[src/rtl/mips_multicycle_core.sv]
// Multicycle MIPS core (PC, regfile, ALU, control FSM) on one shared instruction/data memory port.
// CPI 3-5 with zero wait states; memready low stalls FETCH/MEMRD/MEMWR with the request held steady.
module mips_multicycle_core #(
    parameter logic [31:0] RESET_PC = 32'h0000_0000,
    parameter bit          EXT_OPS  = 1'b1
) (
    input  logic        clk,
    input  logic        reset,
    output logic [31:0] memaddr,
    output logic [31:0] memwdata,
    input  logic [31:0] memrdata,
    output logic        memread,
    output logic        memwrite,
    input  logic        memready,
    output logic [31:0] pc,
    output logic        illegal
);

    typedef enum logic [3:0] {
        START, FETCH, DECODE, MEMADR, MEMRD, MEMWB, MEMWR,
        EXECUTE, ALUWB, BRANCH, IMMEX, IMMWB, JUMP
    } state_t;

    localparam logic [5:0] OP_RTYPE = 6'h00;
    localparam logic [5:0] OP_J     = 6'h02;
    localparam logic [5:0] OP_BEQ   = 6'h04;
    localparam logic [5:0] OP_BNE   = 6'h05;
    localparam logic [5:0] OP_ADDI  = 6'h08;
    localparam logic [5:0] OP_ANDI  = 6'h0C;
    localparam logic [5:0] OP_ORI   = 6'h0D;
    localparam logic [5:0] OP_LW    = 6'h23;
    localparam logic [5:0] OP_SW    = 6'h2B;

    state_t      state;
    state_t      dispatch;
    logic [31:0] ir, a, b, aluout, data;
    logic [31:0] rf [32];

    logic [5:0]  op, funct;
    logic [4:0]  rs, rt, rd;
    logic [31:0] signimm, zeroimm;
    logic [31:0] rd_a, rd_b;
    logic [31:0] r_res, i_res, diff;
    logic        funct_ok, take;
    logic        rf_we;
    logic [4:0]  rf_wa;
    logic [31:0] rf_wd;

    assign op      = ir[31:26];
    assign rs      = ir[25:21];
    assign rt      = ir[20:16];
    assign rd      = ir[15:11];
    assign funct   = ir[5:0];
    assign signimm = {{16{ir[15]}}, ir[15:0]};
    assign zeroimm = {16'h0000, ir[15:0]};

    assign rd_a = (rs == 5'd0) ? 32'h0 : rf[rs];
    assign rd_b = (rt == 5'd0) ? 32'h0 : rf[rt];

    // Opcode dispatch out of DECODE; FETCH here means the opcode is unsupported.
    always_comb begin
        dispatch = FETCH;
        case (op)
            OP_LW, OP_SW:   dispatch = MEMADR;
            OP_RTYPE:       dispatch = EXECUTE;
            OP_BEQ:         dispatch = BRANCH;
            OP_BNE:         dispatch = EXT_OPS ? BRANCH : FETCH;
            OP_ADDI:        dispatch = IMMEX;
            OP_ANDI, OP_ORI: dispatch = EXT_OPS ? IMMEX : FETCH;
            OP_J:           dispatch = JUMP;
            default:        dispatch = FETCH;
        endcase
    end

    always_comb begin
        r_res    = 32'h0;
        funct_ok = 1'b1;
        case (funct)
            6'h20:   r_res = a + b;
            6'h22:   r_res = a - b;
            6'h24:   r_res = a & b;
            6'h25:   r_res = a | b;
            6'h2A:   r_res = {31'h0, $signed(a) < $signed(b)};
            default: funct_ok = 1'b0;
        endcase
    end

    always_comb begin
        i_res = a + signimm;
        case (op)
            OP_ANDI: i_res = a & zeroimm;
            OP_ORI:  i_res = a | zeroimm;
            default: i_res = a + signimm;
        endcase
    end

    assign diff = a - b;
    assign take = (op == OP_BNE) ? (diff != 32'h0) : (diff == 32'h0);

    always_ff @(posedge clk or negedge reset) begin
        if (!reset) begin
            state  <= START;
            pc     <= RESET_PC;
            ir     <= 32'h0;
            a      <= 32'h0;
            b      <= 32'h0;
            aluout <= 32'h0;
            data   <= 32'h0;
        end else begin
            case (state)
                START:  state <= FETCH;
                FETCH: begin
                    if (memready) begin
                        ir    <= memrdata;
                        pc    <= pc + 32'd4;
                        state <= DECODE;
                    end
                end
                DECODE: begin
                    a      <= rd_a;
                    b      <= rd_b;
                    aluout <= pc + {signimm[29:0], 2'b00};
                    state  <= dispatch;
                end
                MEMADR: begin
                    aluout <= a + signimm;
                    state  <= (op == OP_SW) ? MEMWR : MEMRD;
                end
                MEMRD: begin
                    if (memready) begin
                        data  <= memrdata;
                        state <= MEMWB;
                    end
                end
                MEMWR:   if (memready) state <= FETCH;
                EXECUTE: begin
                    if (funct_ok) begin
                        aluout <= r_res;
                        state  <= ALUWB;
                    end else begin
                        state <= FETCH;
                    end
                end
                IMMEX: begin
                    aluout <= i_res;
                    state  <= IMMWB;
                end
                BRANCH: begin
                    if (take) pc <= aluout;
                    state <= FETCH;
                end
                JUMP: begin
                    pc    <= {pc[31:28], ir[25:0], 2'b00};
                    state <= FETCH;
                end
                MEMWB, ALUWB, IMMWB: state <= FETCH;
                default: state <= START;
            endcase
        end
    end

    // Writeback only happens in WB states, so reset (which forces START) blocks it.
    always_comb begin
        rf_we = 1'b0;
        rf_wa = rt;
        rf_wd = aluout;
        case (state)
            MEMWB: begin rf_we = 1'b1; rf_wa = rt; rf_wd = data;   end
            ALUWB: begin rf_we = 1'b1; rf_wa = rd; rf_wd = aluout; end
            IMMWB: begin rf_we = 1'b1; rf_wa = rt; rf_wd = aluout; end
            default: rf_we = 1'b0;
        endcase
    end

    always_ff @(posedge clk) begin
        if (rf_we && (rf_wa != 5'd0)) rf[rf_wa] <= rf_wd;
    end

    assign memread  = (state == FETCH) || (state == MEMRD);
    assign memwrite = (state == MEMWR);
    assign memaddr  = ((state == MEMRD) || (state == MEMWR)) ? aluout : pc;
    assign memwdata = b;
    assign illegal  = ((state == DECODE) && (dispatch == FETCH)) ||
                      ((state == EXECUTE) && !funct_ok);

endmodule

[config.mk]
export PLATFORM = sky130hd
export DESIGN_NAME = mips_multicycle_core
export DESIGN_NICKNAME = d
export VERILOG_FILES = /design/src/rtl/mips_multicycle_core.sv
export SDC_FILE = /design/constraint.sdc
export NUM_CORES = 2
export LEC_CHECK = 0
export BUFFER_PORTS_ARGS = -buffer_cell sky130_fd_sc_hd__buf_2
export CAP_MARGIN = 10
export CORE_ASPECT_RATIO = 1.5
export CORE_MARGIN = 2
export CORE_UTILIZATION = 67
export DETAILED_ROUTE_END_ITERATION = 12
export PLACE_DENSITY = 0.84
export RECOVER_POWER = 25
export SLEW_MARGIN = 10
export SYNTH_ARGS = -nofsm -noshare
export SYNTH_HDL_FRONTEND = slang
export SYNTH_SLANG_ARGS = --single-unit
[constraint.sdc]
create_clock -name clk -period 8.09 [get_ports clk]
set_input_delay 0.4045 -clock clk [delete_from_list [all_inputs] [get_ports clk]]
set_output_delay 0.4045 -clock clk [all_outputs]
set_load 0.02 [all_outputs]
# Word level (Yosys, flattened, before mapping)
# Memories as Yosys holds them, arrays and structs flattened.
# Index checks and enable logic that the tools add are counted.
# word_totals
ram_bits	1024
out_inout_bits	99
elab_cells	104
register_bits	196
mem_count	1
# memory_table
memory	words	width	read_ports	rd_clocked_by_memory_dff	wr	line_no	text
rf	32	32	2	0	1	37	logic [31:0] rf [32];
# classes
add_sub_neg	5
reduce_logical	29
n_lt_le_gt_ge	1
n_eq_ne	31
mux	24
n_bitwise	5
# ops
op	count
$mux 32	7
$pmux 32 s5	1
$pmux 32 s4	1
$add 32x32->32	3
$pmux 32 s3	1
$pmux 32 s2	1
$eq 6x6->1 const B	7
$add 32x3->32 const B	1
$and 32x16->32	1
$and 32x32->32	1
$logic_not 32->1	1
$lt 32x32->1	1
$or 32x16->32	1
$or 32x32->32	1
$pmux 4 s8	1
$reduce_bool 32->1	1
$sub 32x32->32	1
$eq 4x4->1 const B	5
$pmux 4 s5	1
$eq 6x4->1 const B	3
$eq 4x3->1 const B	4
$mux 4	4
$eq 6x3->1 const B	2
$logic_not 5->1	2
other kinds (25)	43

# Longest topological paths before layout
# depth
word_depth	6
ltp_mapped	18
depth_no_buf	16

# Least setup slack after synthesis
# Ideal clock, no wire load.
# synth_timing
kind	flip-flop to flip-flop
startpoint	reg state[2]
endpoint	mem rf[10][0] (enable)
n_path_buf	3
period_less_slack_ps	4687
stages_incl_launch_ff	9
arrival_ps	4226
required_ps	7629
setup_time_ps	461
setup_slack_ps	3403
cell_sequence	dfrtp_1 > clkbuf_1 > nand2b_1 > clkbuf_1 > nor3_1 > clkbuf_1 > a32o_1 > inv_1 > nor3_1
# synth_via
elab_chain_cells	6
elab_cells_between_ends	10
cone_classes	eq/ne (3); mux (4); reduce/logical (3)
# synth_rtl
item	line_no	text
start: declaration	34	state_t state;
start signal: assignment	123	state <= dispatch;
start signal: assignment	127	state <= (op == OP_SW) ? MEMWR : MEMRD;
$eq 4x4->1 or $eq 4x3->1 (tied branches)	167	case (state)
$mux 5 or $reduce_or 3->1 (tied branches)	--	
$reduce_bool 5->1 or $mux 1 (tied branches)	176, 167	
$logic_and 1x1->1	176	if (rf_we && (rf_wa != 5'd0)) rf[rf_wa] <= rf_wd;
$mux 1	176	
$mux 1 (not written as such)	176	
end: declaration	37	
# Several ways; a longest one is shown, not always the timed one.

# Worst setup path after layout
# layout_timing
startpoint	reg a[13]
endpoint	reg pc[2]
# layout_via
elab_chain_cells	5
elab_cells_between_ends	6
cone_classes	add/sub (1); eq/ne (1); mux (1); reduce/logical (3)
# layout_rtl
item	line_no	text
start: declaration	36	logic [31:0] ir, a, b, aluout, data;
start signal: assignment	120	a <= rd_a;
$sub 32x32->32 (*)	97	assign diff = a - b;
$logic_not 32->1 or $reduce_bool 32->1 (tied branches)	98	assign take = (op == OP_BNE) ? (diff != 32'h0) : (diff == 32'h0);
$mux 1 (*)	98	
$ne 2x2->1 (no line) (*)	--	
$reduce_and 3->1 (no line) (*)	--	
end signal: assignment	115	pc <= pc + 32'd4;
end signal: assignment	149	if (take) pc <= aluout;
end signal: assignment	153	pc <= {pc[31:28], ir[25:0], 2'b00};
end: declaration	15	output logic [31:0] pc,
# Every way passes the cells marked *; elsewhere a longest branch is shown, timed or not.
# A chain may end at the register's enable or synchronous reset.

==> results.py <==
metrics = {
    "power_and_ir_drop": {
        "leakage_nw": 24.2,
        "power_density_nw_per_um2": 460,
        "peakVddDrop_mv": 0.322,
    },
    "cts": {
        "cts_sinks": 1220,
        "cts.clk_slew.worst_paths_ps": 70,
        "cts_buffers": 109,
        "cts_buffer_depth": 3,
        "postCtsResizedCells": 0,
        "insertion_delay_ps": 750,
        "htreeDepth": 3,
        "cts_tree": "done",
        "root_buffer": "clkbuf_16",
    },
    "synthesis": {
        "synth_top_family_by_area": "multiplexers",
        "synth-simple-area-share": 0.0440,
        "synth_area_leaders": "edfxtp_1 (47%), mux4_2 (22%), dfrtp_1 (7.5%)",
        "synth_cell_types": 85,
        "ys_top_cells_by_count": "edfxtp_1 (1024), mux4_2 (640), clkbuf_1 (217), dfrtp_1 (196), a21oi_1 (186)",
        "yosysWarningCount": 0,
        "syn-instance-count": 4153,
        "synth_top_area_share": 0.473,
        "yosys.area_share.adder": 0.0368,
        "synth_top_area_cell": "edfxtp_1",
        "ys_seq_elements": 1220,
        "synth_compound_area_frac": 0.0778,
        "synth_edf_count": 1024,
        "synth_area_um2": 65100,
        "synthMostInstantiatedCell": "edfxtp_1",
        "synth-xor-area-share": 0.0135,
        "synth-seq-area-share": 0.548,
        "synthFlopType": "edfxtp_1",
        "async_reset_ff_frac": 0.161,
        "synth.avg_cell_area_um2": 15.7,
        "synthMuxAreaShare": 0.256,
    },
    "place": {
        "placed_area_um2": 67500,
        "port_buffers": 133,
        "gp_congestion": 1.07,
        "dp_hpwl_mm": 140,
    },
    "global_routing": {
        "grt_pass1_vias": 46400,
        "grt_overflow": 0,
        "grt_max_degree": 113,
        "grt_pass1_wl_mm": 334,
        "antenna_found_initial": 11,
        "grtUsageTotal": 0.479,
    },
    "drt": {
        "first_iter_violations": 7834,
        "drt-wirelength-per-cell_um": 41.6,
        "wl_mm": 235,
        "via_per_inst": 8.12,
        "num_vias": 45800,
        "ant_nets": 0,
        "drc": 0,
        "first_pass_iters": 6,
    },
    "job": {
        "maxCapViolCount": 6,
    },
    "worst_setup_path": {
        "crit_fanout": 26,
        "rrSetupSlack_ps": 1210,
        "crit_arrival_ps": 7510,
        "cpMostUsedCell": "xnor2_1",
        "cpMaxStageDelayCell": "nor4_1",
        "required_ps": 8720,
        "cpPeakStageDelay_ps": 1050,
        "crit_type": "register to register",
        "r2r_end": "pc[2]",
        "crit_chain": "inv_1 -> ha_1 -> nor4_1 -> o21ai_0 -> and2_1 -> o31a_1 -> xnor2_1 -> or3_1 -> or4_1 -> nor4_2 -> xnor2_1 -> a31oi_1 -> or2_1 -> mux2_1",
        "worstSetupEndpointType": "register",
        "r2r_cells": 14,
        "r2r_start": "a[13]",
        "crit_path_start_kind": "register",
    },
    "finish": {
        "final_cell_area_um2": 71500,
        "drive_above_1_share": 0.267,
        "syn2layout_area_growth_pct": 9.90,
        "fin_nets": 4498,
    },
    "floorplanning": {
        "die_area_um2": 99700,
        "start_util": 0.673,
        "rows": 140,
        "die_w_um": 258,
        "die_h_um": 386,
        "core_area_um2": 96700,
        "ios": 134,
    },
    "timing": {
        "rsz0062_at_grt": "no",
        "fin_worst_skew_ps": 30.2,
        "fin_crit_ps": 6880,
        "drv_slew": 275,
        "fin_crit_sh": 0.850,
        "maxSlewHeadroom": -2.62,
        "tightest_slew_ps": 5430,
        "setup_tns_ps": 0,
        "maxClockFrequency_mhz": 145,
        "setup-violations-final": 0,
        "hold_viol": 0,
    },
    "min_path": {
        "hold_depth": 2,
        "min_from": "memrdata[11]",
        "worst_hold_path.endpoint": "data[11]",
        "hold_path_class": "input port to register",
    },
    "status": {
        "violations": "max-capacitance violations, max-slew violations",
        "outcome": "complete, but fails checks",
    },
}
[metrics by stage]
stage / std cells / hold WS, ps / utilization / setup slack (ps) / total power [mW]
2_1_floorplan: 4184 / 109 / - / 3400 / 20.8
4_1_cts: 5647 / 22.1 / 0.740 / 1540 / 32.1
5_1_grt: 5647 / 87.9 / 0.739 / 958 / 33.8
6_report: 5648 / 57.9 / 0.739 / 1210 / 32.9
3_3_place_gp: 5411 / 476 / 0.698 / 1740 / 25.9
3_5_place_dp: 5411 / 484 / 0.698 / 1560 / 26.3
[area by class of cell]
class | instances | area, µm²
clock buffers | 125 | 2840
inverters | 131 | 492
well taps | 1278 | 1600
flip-flops and latches | 1220 | 35700
multi-input cells | 2554 | 28300
clock inverters | 81 | 940
repair buffers | 258 | 1630
fillers | 5551 | 25200
diodes | 1 | 2.50
[routing by layer]
metal / vias to the layer above / GRT usage / share of wire / routed length, µm
li1: 17200 / - / - / -
met1: 22800 / 0.548 / 0.30 / 70000
met2: 4422 / 0.750 / 0.47 / 110000
met3: 1324 / 0.154 / 0.13 / 31700
met4: 14 / 0.376 / 0.098 / 23000
met5: - / 0 / 0.00040 / 93
[worst max-delay path: cells and delay by family (launching register included)]
family,cells,cell delay (ps)
buffers and inverters,1,130
muxes,1,390
xor gates and xnor gates,2,520
adders and majority gates,1,560
AOI/OAI and AO/OA,3,1090
and+or+nand+nor,6,3590
DFF,1,450
[layout by cell type, fill, tap and decap left out, types with 37 or more instances in the layout]
| cell | synthesis | final |
|---|---|---|
| nor2_1 | 185 | 155 |
| buf_2 | 7 | 67 |
| mux4_2 | 640 | 640 |
| nand2_1 | 144 | 144 |
| nand3_1 | 41 | 41 |
| mux2i_1 | 73 | 73 |
| o211ai_1 | 37 | 37 |
| buf_4 | 5 | 87 |
| nor3_1 | 59 | 52 |
| o21ai_0 | 147 | 147 |
| ha_1 | 185 | 185 |
| inv_1 | 127 | 127 |
| edfxtp_1 | 1024 | 1024 |
| a21oi_1 | 186 | 185 |
| mux2_2 | 127 | 116 |
| dfrtp_1 | 196 | 185 |
| clkbuf_16 | 0 | 111 |
| clkbuf_1 | 217 | 82 |
| o22ai_1 | 99 | 99 |
| xnor2_1 | 76 | 76 |
[where the power goes]
part / switching, mW / total, mW / leakage [nW] / internal [mW]
sequential: 1.24 / 9.71 / 11.6 / 8.47
clock: 2.54 / 5.66 / 1.84 / 3.11
combinational: 10.7 / 17.5 / 10.8 / 6.84
[how the worst max path moves through the flow]
stage / cells after the start / startpoint / end
after floorplan: 8 / state[2] / rf[10][0]
after global placement: 14 / a[13] / pc[4]
after detailed placement: 14 / a[13] / pc[2]
after CTS: 14 / a[13] / pc[16]
after global routing: 3 / reset / ir[0]
final: 14 / a[13] / pc[2]
[cell families after synthesis]
kind of cell,count (synthesis)
AOI/OAI and AO/OA,788
xor gates and xnor gates,100
adders and majority gates,189
buffers and inverters,410
DFF,1220
muxes,846
other,1
and+or+nand+nor,599
[flip-flops by register name, indices dropped and copies added (netlist names)]
signal,count
pc,32
a,32
state,4
data,32
aluout,32
ir,32
rf,1024
memwdata,32
[repair_timing]
item | in CTS | in global routing
endpoints found under the setup margin | 0 | 0
endpoints found under the hold margin | 146 | 0
buffers inserted | 0 | 0
hold buffers | 30 | 0
No activity file was read; power rests on OpenSTA's default activity.
